## config.mk

```make
export PLATFORM = sky130hd
export DESIGN_NAME = uart_tx_frame_engine
export DESIGN_NICKNAME = d
export VERILOG_FILES = /design/src/rtl/uart_tx_frame_engine.sv
export SDC_FILE = /design/constraint.sdc
export NUM_CORES = 1
export LEC_CHECK = 0
export CORE_UTILIZATION = 50
export DETAILED_ROUTE_END_ITERATION = 10
export GPL_ROUTABILITY_DRIVEN = 0
export PLACE_DENSITY = 0.76
export SLEW_MARGIN = 20
export SYNTH_ARGS = -nofsm -noshare
export SYNTH_HDL_FRONTEND = slang
export SYNTH_SLANG_ARGS = --single-unit
export TNS_END_PERCENT = 10
```

## constraint.sdc

```tcl
create_clock -name UCLK -period 1.9 [get_ports UCLK]
set_input_delay 0.38 -clock UCLK [delete_from_list [all_inputs] [get_ports UCLK]]
set_output_delay 0.38 -clock UCLK [all_outputs]
set_load 0.005 [all_outputs]
```

## src/rtl/uart_tx_frame_engine.sv

```systemverilog
// Purpose : UART transmitter; serialises one DATA_WIDTH-bit word LSB-first as
//           start + data + optional parity + 1/2 stop bits.
// Latency : tx_out drops to the start bit on the accept edge; frame completes
//           after (1+DATA_WIDTH+parity_en+1+stop_2)*(baud_div+1) cycles.
// Backpres: busy is high while a frame is in flight. data_valid is ignored
//           while busy; the requester holds it until busy falls.
//
// Ports:
//   UCLK, reset (async, active-low)
//   tx_data, data_valid          word and request; sampled on the accept edge
//   parity_en, parity_type       parity insert / 0 even, 1 odd
//   stop_2                       0 one stop bit, 1 two stop bits
//   baud_div                     bit period minus one, in UCLK cycles
//   tx_out, busy, tx_done        registered line, frame-active flag, done pulse
module uart_tx_frame_engine #(
  parameter int DATA_WIDTH = 8,
  parameter int DIV_WIDTH  = 16
) (
  input  logic                  UCLK,
  input  logic                  reset,
  input  logic [DATA_WIDTH-1:0] tx_data,
  input  logic                  data_valid,
  input  logic                  parity_en,
  input  logic                  parity_type,
  input  logic                  stop_2,
  input  logic [DIV_WIDTH-1:0]  baud_div,
  output logic                  tx_out,
  output logic                  busy,
  output logic                  tx_done
);

  localparam int IDX_W = (DATA_WIDTH > 1) ? $clog2(DATA_WIDTH) : 1;
  localparam logic [IDX_W-1:0] LAST_IDX = IDX_W'(DATA_WIDTH - 1);

  typedef enum logic [2:0] {
    IDLE   = 3'd0,
    START  = 3'd1,
    DATA   = 3'd2,
    PARITY = 3'd3,
    STOP   = 3'd4
  } state_t;

  state_t                state;
  logic [DATA_WIDTH-1:0] shreg;     // latched word, shifted right as bits go out
  logic [DIV_WIDTH-1:0]  div_l;     // latched bit period minus one
  logic [DIV_WIDTH-1:0]  bit_cnt;   // position inside the current bit period
  logic [IDX_W-1:0]      idx;       // data bit index
  logic                  par_en_l;
  logic                  par_bit_l; // parity bit precomputed at accept
  logic                  stop2_l;
  logic                  stop_idx;  // which stop bit is on the line
  logic                  wrap;

  // Counter compares against the latched divider, so an all-ones divider
  // wraps exactly at the top value and never overflows.
  assign wrap = (bit_cnt == div_l);

  always_ff @(posedge UCLK or negedge reset) begin
    if (!reset) begin
      state     <= IDLE;
      shreg     <= '0;
      div_l     <= '0;
      bit_cnt   <= '0;
      idx       <= '0;
      par_en_l  <= 1'b0;
      par_bit_l <= 1'b0;
      stop2_l   <= 1'b0;
      stop_idx  <= 1'b0;
      tx_out    <= 1'b1;
      busy      <= 1'b0;
      tx_done   <= 1'b0;
    end else begin
      tx_done <= 1'b0;

      if (state != IDLE) begin
        bit_cnt <= wrap ? '0 : bit_cnt + DIV_WIDTH'(1);
      end

      case (state)
        IDLE: begin
          bit_cnt <= '0;
          tx_out  <= 1'b1;
          if (data_valid) begin
            shreg     <= tx_data;
            div_l     <= baud_div;
            par_en_l  <= parity_en;
            par_bit_l <= (^tx_data) ^ parity_type;
            stop2_l   <= stop_2;
            idx       <= '0;
            stop_idx  <= 1'b0;
            tx_out    <= 1'b0;
            busy      <= 1'b1;
            state     <= START;
          end
        end

        START: begin
          if (wrap) begin
            tx_out <= shreg[0];
            shreg  <= shreg >> 1;
            state  <= DATA;
          end
        end

        DATA: begin
          if (wrap) begin
            if (idx == LAST_IDX) begin
              // index is left at the last value; it is reloaded on accept
              if (par_en_l) begin
                tx_out <= par_bit_l;
                state  <= PARITY;
              end else begin
                tx_out <= 1'b1;
                state  <= STOP;
              end
            end else begin
              idx    <= idx + IDX_W'(1);
              tx_out <= shreg[0];
              shreg  <= shreg >> 1;
            end
          end
        end

        PARITY: begin
          if (wrap) begin
            tx_out <= 1'b1;
            state  <= STOP;
          end
        end

        STOP: begin
          if (wrap) begin
            if (stop_idx == stop2_l) begin
              tx_out  <= 1'b1;
              busy    <= 1'b0;
              tx_done <= 1'b1;
              state   <= IDLE;
            end else begin
              stop_idx <= 1'b1;
            end
          end
        end

        default: begin
          tx_out <= 1'b1;
          busy   <= 1'b0;
          state  <= IDLE;
        end
      endcase
    end
  end

endmodule

```

Word level (Yosys, flattened, before mapping)
Cells that the tools add are included.
{"block": "totals", "regBits": 53}
{"block": "classes", "add_sub_neg": 2, "eq_ne": 16, "mux": 41, "bitwise": 2, "reduce_logical": 15}
{"operator": "$mux 16", "count": 3}
{"operator": "$mux 3", "count": 11}
{"operator": "$mux 8", "count": 4}
{"operator": "$pmux 8 s3", "count": 1}
{"operator": "$ne 2x2->1 const B", "count": 9}
{"operator": "$mux 1", "count": 17}
{"operator": "$add 16x1->16 const B", "count": 1}
{"operator": "$eq 16x16->1", "count": 1}
{"operator": "$pmux 3 s5", "count": 1}
{"operator": "$reduce_and 4->1", "count": 3}
{"operator": "$reduce_and 5->1", "count": 2}
{"operator": "$reduce_xor 8->1", "count": 1}
{"operator": "$reduce_and 7->1", "count": 1}
{"operator": "$eq 3x2->1 const B", "count": 2}
{"operator": "$eq 3x3->1 const B", "count": 2}
{"operator": "$pmux 3 s2", "count": 1}
{"operator": "$reduce_bool 2->1", "count": 3}
{"operator": "$reduce_bool 3->1", "count": 2}
{"operator": "$pmux 1 s5", "count": 1}
{"operator": "$add 3x1->3 const B", "count": 1}
{"operator": "$eq 3x1->1 const B", "count": 1}
{"operator": "$logic_not 3->1", "count": 1}
{"operator": "$pmux 1 s3", "count": 1}
{"operator": "$reduce_or 3->1", "count": 1}
{"operator": "other kinds (5)", "count": 5}

Logic depth before layout (Yosys ltp)
Gate-level depths: netlist of run 1.
{"block": "depth", "depth_word": 4, "depth_mapped": 8, "mapped_depth_nobuf": 7}

Least setup slack after synthesis of run 1
Ideal clock, no wire load.
{"block": "synth_path", "kind": "register to register", "from": "register idx[0]", "to": "register shreg[0]", "arrival_ns": 1.850, "slack_ns": -0.016, "path_stages_with_launch": 9, "n_path_buf": 1, "period_less_slack_ns": 1.916, "cell_sequence": "dfrtp_1 -> ha_1 -> ha_1 -> nor2_1 -> nor2b_1 -> nor3_4 -> and3_2 -> clkbuf_1 -> a221o_1"}
{"block": "synth_via", "elab_chain_len": 3}
{"item": "from (decl)", "line_no": "47", "rtl": "logic [IDX_W-1:0] idx;"}
{"item": "from (signal assigned)", "line_no": "117", "rtl": "idx <= idx + IDX_W'(1);"}
{"item": "$eq 3x3->1", "line_no": "107", "rtl": "if (idx == LAST_IDX) begin"}
{"item": "$ne 2x2->1 (no line)"}
{"item": "$reduce_and 5->1 (no line)"}
{"item": "to (signal assigned)", "line_no": "84", "rtl": "shreg <= tx_data;"}
{"item": "to (signal assigned)", "line_no": "100", "rtl": "shreg <= shreg >> 1;"}
{"item": "to (signal assigned)", "line_no": "119", "rtl": "shreg <= shreg >> 1;"}
{"item": "to (decl)", "line_no": "44", "rtl": "logic [DATA_WIDTH-1:0] shreg;"}
Every way passes these cells.
A chain may end at the register's enable or synchronous reset.

Worst setup path after layout of run 1
{"block": "layout_path", "from": "register div_l[10]", "to": "register busy"}
{"block": "layout_via", "elab_chain_len": 3}
{"item": "from (decl)", "line_no": "45", "rtl": "logic [DIV_WIDTH-1:0] div_l;"}
{"item": "from (signal assigned)", "line_no": "85", "rtl": "div_l <= baud_div;"}
{"item": "$eq 16x16->1", "line_no": "56", "rtl": "assign wrap = (bit_cnt == div_l);"}
{"item": "$ne 2x2->1 (no line)"}
{"item": "$reduce_and 4->1 (no line)"}
{"item": "to (signal assigned)", "line_no": "70", "rtl": "busy <= 1'b0;"}
{"item": "to (signal assigned)", "line_no": "92", "rtl": "busy <= 1'b1;"}
{"item": "to (signal assigned)", "line_no": "135", "rtl": "busy <= 1'b0;"}
{"item": "to (decl)", "line_no": "28", "rtl": "output logic busy,"}
Every way passes these cells.

==> metrics.txt, run 1 <==
CTS Buf Count 5; synthesized-area fraction occupied by adder cells 0.01391; Clk Latency, worst-skew pair 0.31 ns; CP endpoint kind flop; xor and xnor area share after synthesis 0.1266; Mean Syn Cell Area 9.669 um^2; final hold vios 0; fill count 450; Power Dens Cells 601.7 nW/um^2; Leakage 0.001586 uW; WP data arrival 2.06 ns; DRC violations left 0; Post-Synth Simple-Gate Area 0.2468; Worst Path Max Fanout 8; P_int 1638 uW; status finished, final reports clean; FP Rows 26; combinational power share 0.064; DR pass1 iterations 4; wire per inst 13.65 um; vias per cell 5.192; initial antenna violation count 0; worst reg-to-reg path cell count 6; post-layout util 0.6629; CTS tree yes; gr ovfl total 0; Worst Hold Class flop to flop; largest family of logic cells by synthesized area simple AND/OR/NAND/NOR gates; reg2reg setup slack 0.04 ns; power share of the clock group 0.387; Synth Instances 279; Synth area leaders dfrtp_1 48%, nand2_1 9.3%, xnor2_1 9.1%, xor2_1 3.6%, nor2_1 3.3%; num ports 33; EDFF count, synth 0; Slew Limit Headroom 0.7124; setup TNS 0 ns; sequential power share 0.550; CTS max path bufs 2; Hold Crit Depth 1; CTS H-tree lvls 2; Sink Count 53; detailed placer's ending HPWL 3.900 mm; period utilization 0.9798; Worst Setup Start Kind flop; Die Span Y 75.45 um; n_diodes 0; Post-Route WL 5.486 mm; Distinct cells, synth 39; Yosys Warn Count 0; Total Nets Final 364; WP data required 2.10 ns; core area 5140 um^2; Clock Pin Slew Worst Setup and Hold Paths 0.09 ns; Post-synth ARST share 1.000; first-pass GRT wire length 9.114 mm; vias in the first global route 2014; #FFs+latches synth 53; Yosys top cell area share 0.4824; IO Port Bufs 32; Syn Nets 312; Synth Area in Compound Gates 0.07746; Antenna Nets Post-Route 0; Mapped Area 2698 um^2; Die W 75.45 um; Most used DFF post-synth dfrtp_1; largest net degree at the start of global routing 29; total track usage 0.2174; max_cap viols 0; crit path time final 1.862 ns; Area growth syn-to-layout 26.30%; Final Slew Violations 0; RSZ-0062 raised after global routing yes; top achievable clock speed 537.2 MHz; Yosys top cell by area dfrtp_1; initial DRC count 95; final setup violation count 0; initial core utilization 0.5248; critical path class flop to flop; root cell of the clock tree clkbuf_8; sequential cell area fraction in the yosys report 0.4921; Clock Skew 0.005653 ns; die area 5693 um^2; Worst-Margin Slew 0.4314 ns; vias 2087; overall power 2050 uW; layout cells sized above 1 0.1506; VDD IR-drop max 400.7 uV; mux contribution to synthesized area 0.01484; Switching Share 0.2012; P_sw 412.4 uW
## per-stage QoR
stage                     area [um^2]  instances  setup slack [ns]  hold slack [ns]
after floorplan                  2699        279           0.01838          0.08441
after global placement           3226        390           0.03945           0.3416
after detailed placement         3226        390          -0.01582           0.3365
after CTS                        3352        399           0.01241           0.4970
after global routing             3407        402          -0.03166           0.5241
final                            3407        402           0.03836           0.4944
## timing repair
action	4_1_cts	5_1_grt
setup buffers	0	3
gates resized for setup	0	8
endpoints found under the setup margin	1	25
endpoints found under the hold margin	7	0
pin swaps	2	16
hold buffers	1	0
## logic make-up (layout without fill, tap and decap cells)
logic type               after synthesis  in the layout
flip-flops                            53             53
AO/OA/AOI/OAI                         25             25
AND/OR/NAND/NOR                      138            138
buffers and inverters                 17             70
adder cells (fa/ha/maj)                3              3
multiplexers                           4              4
XOR/XNOR                              39             39
## synth_stat cells, types with 2 or more instances
library cell / instances
inv_1: 5
o21ai_0: 5
a32o_1: 2
dfrtp_1: 52
clkbuf_1: 7
nand4_1: 9
and3_2: 7
nor3_1: 3
a21oi_1: 2
a221o_1: 7
a311oi_1: 2
mux2i_1: 4
nor2b_1: 4
nand2b_1: 4
o21a_1: 2
xor2_1: 11
ha_1: 3
and3_1: 6
nand3_1: 6
nor2_1: 24
nand2_1: 67
xnor2_1: 28
buf_2: 3
## metal layers
| metal | up-vias | share of wire | track usage |
|---|---|---|---|
| met2 | 45 | 0.47 | 0.3571 |
| met5 | - | 0 | 0 |
| met3 | 7 | 0.037 | 0.03571 |
| li1 | 1041 | - | - |
| met4 | 0 | 0.018 | 0.08436 |
| met1 | 994 | 0.48 | 0.2897 |
## cell usage in the layout (no fill, tap or decap), types with 2 or more instances in the layout
master,netlist,final
a21oi_1,2,2
a221o_1,7,7
a32o_1,2,2
and3_1,6,6
and3_2,7,7
buf_12,0,2
buf_4,0,19
buf_6,1,3
clkbuf_8,0,6
clkdlybuf4s50_1,0,31
dfrtp_1,52,51
ha_1,3,3
inv_1,5,5
mux2i_1,4,3
nand2_1,67,67
nand2b_1,4,4
nand3_1,6,6
nand4_1,9,9
nor2_1,24,23
nor2b_1,4,4
nor3_1,3,3
o21a_1,2,2
o21ai_0,5,5
xnor2_1,28,27
xor2_1,11,11
## path summary, 6_finish.rpt
| check | start | endpoint |
|---|---|---|
| setup / recovery | div_l[10]$_DFFE_PN0P_ | busy$_DFFE_PN0P_ |
| setup reg to reg | div_l[10]$_DFFE_PN0P_ | busy$_DFFE_PN0P_ |
| hold reg to reg | idx[0]$_DFFE_PN0P_ | idx[0]$_DFFE_PN0P_ |
| hold / removal | idx[0]$_DFFE_PN0P_ | idx[0]$_DFFE_PN0P_ |
| min in group asynchronous | reset | div_l[15]$_DFFE_PN0P_ |
| max in group asynchronous | reset | tx_out$_DFFE_PN1P_ |
## cell type report
cell class / count / area (um^2) / area share
flip-flops and latches: 53 / 1329 / 0.3900
multi-input cells: 209 / 1314 / 0.3856
repair buffers: 57 / 541.8 / 0.1590
well taps: 70 / 87.58 / 0.02571
clock buffers: 7 / 86.33 / 0.02534
clock inverters: 1 / 30.03 / 0.008814
inverters: 5 / 18.77 / 0.005509
## worst max-delay path: stages (launching register included)
cell and delay (ns):
dfrtp_1 0.41, xnor2_1 0.21, nand4_1 0.18, nor4_4 0.32, buf_6 0.17, nand2_1 0.09, a311o_1 0.36
## state kept, by name, summed over array words and instances, names as in the netlist
register and flops:
par_bit_l 1, shreg 8, bit_cnt 16, par_en_l 1, tx_done 1, busy 1
stop2_l 1, idx 3, stop_idx 1, div_l 16, tx_out 1, state 3
## power by group through the flow
stage               Sequential [uW]  Clock (uW)  Combinational, uW
floorplan                      1150           0               32.2
finish                         1130         793                130
detailed placement             1150           0                130
CTS                            1130         807                132
global route                   1130         847                142
global placement               1150           0                129
Power figures use the tool's default switching activity.
==> run 2: changes to the inputs <==
CORE_UTILIZATION = 55   (was 50)
DONT_BUFFER_PORTS = 1   (was unset)
PLACE_DENSITY = unset   (was 0.76)
PLACE_DENSITY_LB_ADDON = 0.25   (was unset)
==> run 2 against run 1 <==
  * Sequential share of layout area up 4.9 points
  * Combinational power decreased by 50%
  * Count of clock-buffer cells in the layout is 1 lower
  * Global-route usage barely moved
  * Wire length down 5.0%
  * Die area shrank 8.8%
  * Clock skew up 0.0075 ns
  * Non-clock buffer count fell by 36
  * Total power decreased by 8.9%
  * Core utilization shrank 2.2 points
==> metrics.txt, run 2 (same netlist as run 1, synthesis figures left out) <==
FP Rows 25 (-3.8%); vias in the first global route 1853 (-8.0%); met1 usage 0.3122 (+0.02247); slowest stage cell, crit path dfrtp_1; leading cell type in the layout, fill and taps excluded nand2_1; CTS Buf Count 5 (unchanged); CP startpoint bit_cnt[4]$_DFF_PN0_; reg2reg setup slack 0.04 ns (about the same); WP data required 2.08 ns (-0.02 ns); CTS H-tree lvls 2 (unchanged); Die Span Y 72.04 um (-4.5%); post-route cell area 3027 um^2 (-11%); final hold vios 0 (unchanged); RSZ-0062 raised after global routing yes; Antenna Nets Post-Route 0 (unchanged); wire per inst 14.36 um (+5.2%); final worst slack 0.04162 ns (+0.003268 ns); layout cells sized above 1 0.1453 (-0.005332); num ports 33 (unchanged); initial antenna violation count 0 (unchanged); CP Cell Sequence xnor2_2, nand4_1, nor4_4, buf_12, nand2_1, a311o_1; commonest non-fill, non-tap cells in the layout 67 x nand2_1, 51 x dfrtp_1, 27 x xnor2_1; largest net degree at the start of global routing 54 (+86%); top flop regs bit_cnt x16, div_l x16, shreg x8; Area growth syn-to-layout 12.20%; CP peak stage delay 0.45 ns (+0.04 ns); IO Port Bufs 0 (-100%); Worst Hold Class input port to flop; DR pass1 iterations 4 (unchanged); gr ovfl total 0 (unchanged); vias 2007 (-3.8%); critical path class flop to flop; P_sw 411.1 uW (-0.33%); Clk Latency, worst-skew pair 0.30 ns (about the same); detailed placer's ending HPWL 3.679 mm (-5.7%); Worst Setup EP busy$_DFFE_PN0P_; CP endpoint kind flop; Clock Skew 0.01315 ns (+0.007494 ns); hold_ws 0.1735 ns (-0.3209 ns); Final Slew Violations 0 (unchanged); Post-Place Cell Area 2856 um^2 (-11%); top achievable clock speed 538.1 MHz (+0.18%); Non-Filler Instances 363 (-9.7%); initial core utilization 0.5711 (+0.04630); n_diodes 0 (unchanged); routing usage on met3 0.04861 (+0.01290); final setup violation count 0 (unchanged); GR Layer Usage met2 0.3354 (-0.02171); worst reg-to-reg path cell count 6 (unchanged); status finished, final reports clean; P_int 1456 uW (-11%); Clock Pin Slew Worst Setup and Hold Paths 0.10 ns (about the same); Worst Setup Start Kind flop; root cell of the clock tree clkbuf_8; Leakage 0.001439 uW (-9.3%); sequential power share 0.604 (+0.054); crit path time final 1.858 ns (-0.003268 ns); Placed Instances 350 (-10%); Post-Route WL 5.211 mm (-5.0%); first-pass GRT wire length 8.604 mm (-5.6%); die area 5189 um^2 (-8.8%); CTS tree yes; Total Nets Final 328 (-9.9%); Worst-Margin Slew 0.4667 ns (+0.03528 ns); core area 4723 um^2 (-8.1%); Power Dens Cells 616.9 nW/um^2 (+2.5%); Sink Count 53 (unchanged); post-layout util 0.6408 (-0.02206); total track usage 0.2171 (-0.0003003); Die W 72.04 um (-4.5%); DRC violations left 0 (unchanged); Switching Share 0.2202 (+0.01896); VDD IR-drop max 542.4 uV (+35%); max_cap viols 0 (unchanged); busiest layer in global routing met2; Slew Limit Headroom 0.6865 (-0.02591); vias per cell 5.529 (+6.5%); reg-to-reg startpoint bit_cnt[4]$_DFF_PN0_; WP data arrival 2.04 ns (-0.02 ns); CTS max path bufs 2 (unchanged); combinational power share 0.035 (-0.029); period utilization 0.9781 (-0.001720); Hold Crit Depth 2 (+1); pre-CTS WS 0.01338 ns (+0.02919 ns); power share of the clock group 0.362 (-0.025); initial DRC count 137 (+44%); FF-to-FF End busy$_DFFE_PN0P_; Worst Path Max Fanout 11 (+3)
==> run 2: cell types whose count changed in the layout (fill, tap and decap cells not counted), sizes merged <==
cell,previous run,this run
buf,25,20
bufinv,1,0
clkbuf,7,6
clkdlybuf4s50,31,0
clkinvlp,0,1
inv,5,6
==> run 2: per-stage QoR <==
| step | TNS (ns) | total power [uW] |
|---|---|---|
| global placement | 0 | 1186 |
| floorplan | 0 | 1182 |
| global route | -0.3210 | 1937 |
| detailed placement | 0 | 1186 |
| finish | 0 | 1867 |
| CTS | 0 | 1891 |
==> run 2: how the worst min path moves through the flow <==
stage / startpoint / endpoint / slack, ns
after floorplan: reset / bit_cnt[0]$_DFF_PN0_ / 0.08
after global placement: reset / div_l[9]$_DFFE_PN0P_ / 0.09
after detailed placement: reset / div_l[9]$_DFFE_PN0P_ / 0.09
after CTS: baud_div[2] / div_l[2]$_DFFE_PN0P_ / 0.17
after global routing: baud_div[0] / div_l[0]$_DFFE_PN0P_ / 0.16
final: baud_div[2] / div_l[2]$_DFFE_PN0P_ / 0.17
==> run 2: power by group through the flow <==
stage	Sequential, uW	Combinational (uW)	Clock (uW)
after floorplan	1150	32.2	0
after global routing	1130	73.0	737
after global placement	1150	36.0	0
after CTS	1130	67.8	696
after detailed placement	1150	36.2	0
final	1130	64.8	675
==> run 2: per-layer routing <==
layer	up-vias	routed length [um]
met5	-	0
met4	0	29
met3	4	208
met2	57	2346
met1	981	2627
li1	965	-
==> run 2: timing repair <==
item                       4_1_cts  5_1_grt
hold endpoints to repair        53        0
resized for setup                0        3
hold buffers                     2        0
buffers inserted                 0        3
setup endpoints to repair        0       28
==> run 2: area by class of cell <==
| class | instances | area (um^2) |
|---|---|---|
| timing repair buffer | 21 | 192.7 |
| inverter | 5 | 18.77 |
| clock buffer | 6 | 82.58 |
| clock inverter | 2 | 16.27 |
| fill | 400 | 1697 |
| multi-input combinational | 209 | 1304 |
| tap | 67 | 83.83 |
| sequential | 53 | 1329 |
==> run 2: worst max-delay path, delay by kind of cell (launching register included) <==
family          cells  cell delay, ns
xor+xnor            1            0.19
buf+inv             1            0.17
compound gates      1            0.36
flops               1            0.45
simple gates        3            0.57
